==> config.mk <==
export PLATFORM = sky130hd
export DESIGN_NAME = affine_tap_accumulator_flat
export DESIGN_NICKNAME = d
export VERILOG_FILES = /design/src/rtl/affine_tap_accumulator_if.sv /design/src/rtl/affine_tap_accumulator.sv /design/src/flat_wrapper.sv
export SDC_FILE = /design/constraint.sdc
export NUM_CORES = 1
export LEC_CHECK = 0
export BUFFER_PORTS_ARGS = -buffer_cell sky130_fd_sc_hd__buf_4
export CAP_MARGIN = 20
export CORE_MARGIN = 4
export CORE_UTILIZATION = 50
export CTS_CLUSTER_DIAMETER = 40
export CTS_CLUSTER_SIZE = 24
export DETAILED_ROUTE_END_ITERATION = 10
export PLACE_DENSITY = 0.7
export SETUP_SLACK_MARGIN = 0.1
export SYNTH_ARGS = -nofsm -noshare
export SYNTH_HDL_FRONTEND = slang
export SYNTH_SLANG_ARGS = --single-unit
==> constraint.sdc <==
create_clock -name clk -period 5.7 [get_ports clk]
set_clock_uncertainty 0.1 [all_clocks]
set_input_delay 0.57 -clock clk [delete_from_list [all_inputs] [get_ports clk]]
set_output_delay 0.57 -clock clk [all_outputs]
set_load 0.01 [all_outputs]
==> src/rtl/affine_tap_accumulator_if.sv <==
// Product-in / sample-out stream bundle for the tap accumulator.
// master drives products and out_ready; slave is the accumulator.
interface affine_tap_accumulator_if #(
  parameter int PROD_W = 16,
  parameter int OUT_W  = 8
);
  logic              in_valid;
  logic              in_ready;
  logic [PROD_W-1:0] in_prod;
  logic              out_valid;
  logic              out_ready;
  logic [OUT_W-1:0]  out_sample;

  modport master (
    output in_valid,
    output in_prod,
    output out_ready,
    input  in_ready,
    input  out_valid,
    input  out_sample
  );

  modport slave (
    input  in_valid,
    input  in_prod,
    input  out_ready,
    output in_ready,
    output out_valid,
    output out_sample
  );
endinterface

==> src/rtl/affine_tap_accumulator.sv <==
// Tap-serial accumulator: sums TAPS products, rounds half-up,
// shifts and saturates into a one-entry valid/ready output register.
module affine_tap_accumulator #(
  parameter int TAPS   = 8,
  parameter int PROD_W = 16,
  parameter int ACC_W  = 20,
  parameter int SHIFT  = 6,
  parameter int OUT_W  = 8
) (
  input logic clk,
  input logic rst,
  affine_tap_accumulator_if.slave b
);

  localparam int CNT_W = (TAPS > 1) ? $clog2(TAPS) : 1;

  localparam logic [CNT_W-1:0] LAST_TAP =
    CNT_W'(TAPS - 1);

  localparam logic signed [ACC_W:0] RND =
    (ACC_W+1)'(64'(1) << (SHIFT - 1));

  localparam logic signed [ACC_W:0] MAXV =
    (ACC_W+1)'((64'(1) << (OUT_W - 1)) - 64'(1));

  // ~(2^k - 1) == -2^k in two's complement
  localparam logic signed [ACC_W:0] MINV = ~MAXV;

  logic [CNT_W-1:0]        tap_cnt;
  logic signed [ACC_W-1:0] acc;
  logic                    out_valid_q;
  logic [OUT_W-1:0]        out_sample_q;

  logic                    last;
  logic                    in_ready;
  logic                    fire;
  logic signed [ACC_W-1:0] prod_ext;
  logic signed [ACC_W-1:0] sum;
  logic signed [ACC_W:0]   rnd;
  logic signed [ACC_W:0]   shr;
  logic [OUT_W-1:0]        sat;

  assign last     = (tap_cnt == LAST_TAP);
  assign in_ready = !(last && out_valid_q && !b.out_ready);
  assign fire     = b.in_valid && in_ready;

  assign b.in_ready   = in_ready;
  assign b.out_valid  = out_valid_q;
  assign b.out_sample = out_sample_q;

  // Sign-extend, close the group, round, normalise and clip
  always_comb begin
    prod_ext = {{(ACC_W-PROD_W){b.in_prod[PROD_W-1]}},
                b.in_prod};
    sum = acc + prod_ext;
    rnd = {sum[ACC_W-1], sum} + RND;
    shr = rnd >>> SHIFT;
    sat = shr[OUT_W-1:0];
    if (shr > MAXV) begin
      sat = MAXV[OUT_W-1:0];
    end else if (shr < MINV) begin
      sat = MINV[OUT_W-1:0];
    end
  end

  // Tap counter, accumulator and output register
  always_ff @(posedge clk) begin
    if (rst) begin
      tap_cnt      <= '0;
      acc          <= '0;
      out_valid_q  <= 1'b0;
      out_sample_q <= '0;
    end else begin
      if (out_valid_q && b.out_ready) begin
        out_valid_q <= 1'b0;
      end
      if (fire) begin
        if (last) begin
          out_valid_q  <= 1'b1;
          out_sample_q <= sat;
          acc          <= '0;
          tap_cnt      <= '0;
        end else begin
          acc     <= sum;
          tap_cnt <= tap_cnt + 1'b1;
        end
      end
    end
  end

endmodule

==> src/flat_wrapper.sv <==
// flat-port wrapper written by rule: the top's interface ports become plain ports
module affine_tap_accumulator_flat 
#(
  parameter int TAPS   = 8,
  parameter int PROD_W = 16,
  parameter int ACC_W  = 20,
  parameter int SHIFT  = 6,
  parameter int OUT_W  = 8
)
  (clk, rst, b_in_valid, b_in_prod, b_out_ready, b_in_ready, b_out_valid, b_out_sample);
  affine_tap_accumulator_if #(.PROD_W(PROD_W), .OUT_W(OUT_W)) b_i ();
  input logic clk;
  input logic rst;
  input wire logic [$bits(b_i.in_valid)-1:0] b_in_valid;
  input wire logic [$bits(b_i.in_prod)-1:0] b_in_prod;
  input wire logic [$bits(b_i.out_ready)-1:0] b_out_ready;
  output wire logic [$bits(b_i.in_ready)-1:0] b_in_ready;
  output wire logic [$bits(b_i.out_valid)-1:0] b_out_valid;
  output wire logic [$bits(b_i.out_sample)-1:0] b_out_sample;
  assign b_i.in_valid = b_in_valid;
  assign b_i.in_prod = b_in_prod;
  assign b_i.out_ready = b_out_ready;
  assign b_in_ready = b_i.in_ready;
  assign b_out_valid = b_i.out_valid;
  assign b_out_sample = b_i.out_sample;
  affine_tap_accumulator #(.TAPS(TAPS), .PROD_W(PROD_W), .ACC_W(ACC_W), .SHIFT(SHIFT), .OUT_W(OUT_W)) u_core (.clk(clk), .rst(rst), .b(b_i));
endmodule
==> run summary <==
Critical Path, Cell by Cell: buf_4 -> ha_1 -> fa_1 -> a211o_1 -> a21boi_4 -> xnor2_1 -> ha_1 -> nor4b_1 -> o211ai_1 -> nor2_1 -> nand2_1 -> o32a_1 -> a2111oi_4 -> o21ai_0 -> a311oi_1
register bit total from synthesis: 32
RSZ-0062 raised after global routing: false
Top FF cell, synth: dfxtp_1
HPWL after DPL: 5.16 mm
total global routing overflow: 0
Non-Filler Instances: 439
fillcell total: 514
leading area contributor after synthesis: dfxtp_1
Post-synth ARST share: 0
FF-to-FF path depth: 14
launch point of the worst reg-to-reg path: u_core.acc[0]
DRC Markers: 0
Synth area leaders: dfxtp_1 23%, ha_1 9.9%, a21oi_1 5.6%, a22oi_1 5.4%, nor2_1 5.3%
Slew headroom: 0.329
largest family of logic cells by synthesized area: compound AO/OA/AOI/OAI gates
Yosys cell types: 62
Synth Net Count: 393
hold depth: 2
CTS tree: built
Layout area overhead: 12.0%
final period utilization: 0.814
Post-CTS Hold Fix Bufs: 0
io pins: 30
Hold WC Path Type: flop to flop
commonest non-fill, non-tap cells in the layout: 39 x nor2_1, 32 x dfxtp_1, 31 x a21oi_1
Worst path depth: 15
layout cell share with drive strength beyond 1: 0.144
Routed wire per std cell: 15.9 um
synthesis warning total: 0
clk slew on worst S/H paths: 0.07 ns
initial antenna violation count: 0
core area: 5240 sq um
max-slew violations: 0
area of the multi-input gates: 2030 sq um
clock sink total: 32
fmax: 216 MHz
Cells after Synth: 350
worst-path fanout max: 7
slowest cell on the critical path: a2111oi_4
Final Critical Period: 4.64 ns
Worst Max-Slew Pin Slew: 1.00 ns
Post-Synth Simple-Gate Area: 0.209
CP Capture Type: flop
Crit path max-delay family: compound AO/OA/AOI/OAI gates
Synth Area in Compound Gates: 0.339
final wirelength: 6.98 mm
CP required: 5.80 ns
MaxCap Viol Count: 0
crit path kind: primary input to flop
Root Buffer: clkbuf_8
setup TNS: 0 ns
first-pass GRT wire length: 11.5 mm
mux contribution to synthesized area: 0
via count: 2718
vias in the first global route: 2437
Worst-Skew Late Latency: 0.29 ns
register area: 641 sq um
starting density of the core: 0.532
Critical Path Source Type: primary input
xor and xnor area share after synthesis: 0.0746
Seq/Total Area, Yosys: 0.230
Fin. Hold Viols: 0
leakage: 1.27 nW
Hold Crit Start: u_core.tap_cnt[2]
placed cell count: 431
Worst setup startpoint: b_in_prod[0]
# H-tree levels: 2
Setup-failing EPs final: 0
Die X: 82.6 um
pwr dens: 291 nW/um^2
reg-to-reg slack, setup: 1.14 ns
Post-Syn Area: 2780 sq um
post-CTS sizing: 0
TritonCTS buffer count: 5
CP Buf/Inv Count: 1
Chip Height: 82.6 um
VDD IR max: 0.157 mV
die area: 6830 sq um
most common cell after layout, fill and taps aside: nor2_1
number of setup buffers added after CTS: 0
most frequent CP cell: ha_1
PortBufs: 29
1st-iter DRT viols: 159
Post-Synth Adder-Cell Area: 0.106
largest net degree at the start of global routing: 33
count of nets left with antenna violations after detail routing: 0
TritonRoute pass-1 iters: 5
worst-case clock buffer depth: 2
Rows: 26
Nets: 411
gr usage total: 0.216
Syn Area/Cell: 7.95 sq um
diode count: 0
status: complete, no violations
post-synth top area share: 0.230
Arr. time, crit path: 4.74 ns
Slowest Stage Delay on Critical Path: 0.51 ns
EDFF count, synth: 0
routed vias/inst: 6.19
gpl congestion: 0.906
[worst paths after layout]
kind | endpoint
setup / recovery | u_core.b.out_sample[1]
setup reg to reg | u_core.b.out_sample[1]
hold reg to reg | u_core.tap_cnt[2]
hold / removal | u_core.tap_cnt[2]
[state kept, by name, indices dropped and copies added (netlist names)]
register and cells:
u_core.acc 20, u_core.b.out_sample 8, u_core.tap_cnt 3, u_core.b.out_valid 1
[metal layers]
| metal | up-vias | part of all wire | track usage |
|---|---|---|---|
| met2 | 85 | 0.44 | 0.349 |
| li1 | 1366 | - | - |
| met4 | 0 | 0.018 | 0.0572 |
| met1 | 1247 | 0.48 | 0.295 |
| met5 | - | 0 | 0 |
| met3 | 20 | 0.055 | 0.0380 |
[metrics by stage]
stage	hold WS, ns	cell area [sq um]	setup slack [ns]	power (mW)	utilization
5_1_grt	0.379	3120	0.831	0.972	0.595
3_3_place_gp	0.343	3010	1.00	0.678	0.575
6_report	0.361	3120	1.06	0.906	0.595
4_1_cts	0.365	3120	1.10	0.906	0.595
3_5_place_dp	0.355	3010	0.823	0.681	0.575
2_1_floorplan	0.336	2780	1.41	0.594	-
[synthesized netlist by cell type, types with 2 or more instances]
library cell   n
a211o_1        3
a22oi_1       20
o32ai_1        2
nor2_1        39
buf_2          5
nand2_1       23
nand3_1       16
inv_1          7
a311oi_1       9
o211ai_1       6
nand4b_1       2
clkbuf_1      10
nor3_1         5
a21o_1         6
and3_1         3
o21ai_0       16
xor2_1         6
o22ai_1        2
o2111a_1       2
a211oi_1       3
dfxtp_1       32
and4_1         5
nand2b_1       3
o211a_1        3
ha_1          22
and2_1         8
o21ai_1        5
xnor2_1       14
or2_2          4
clkbuf_2       2
a31oi_1        3
a21oi_1       31
nand4_1        4
[worst reg2reg max path: stages (launching register included)]
cell       delay (ns)
dfxtp_1          0.32
ha_1             0.23
fa_1             0.46
a211o_1          0.37
a21boi_4         0.25
xnor2_1          0.18
ha_1             0.26
nor4b_1          0.29
o211ai_1         0.20
nor2_1           0.34
nand2_1          0.17
o32a_1           0.39
a2111oi_4        0.51
o21ai_0          0.14
a311oi_1         0.28
[where the power goes]
group          internal, mW  switching [mW]  total, mW
Clock                 0.130          0.0907      0.220
Combinational         0.167           0.265      0.432
Sequential            0.243          0.0109      0.254
[cell type report]
type / instances / area share
Sequential cell: 32 / 0.206
Tap cell: 70 / 0.0281
Clock inverter: 2 / 0.0112
Inverter: 7 / 0.00843
Multi-Input combinational cell: 292 / 0.651
Timing Repair Buffer: 30 / 0.0723
Clock buffer: 6 / 0.0233
[logic make-up after synthesis]
| logic type | count (synthesis) |
|---|---|
| AO/OA/AOI/OAI | 129 |
| XOR/XNOR | 22 |
| adder cells (fa/ha/maj) | 23 |
| buffers and inverters | 26 |
| flip-flops | 32 |
| AND/OR/NAND/NOR | 118 |
Note: power is estimated with default switching activity, not from simulation.
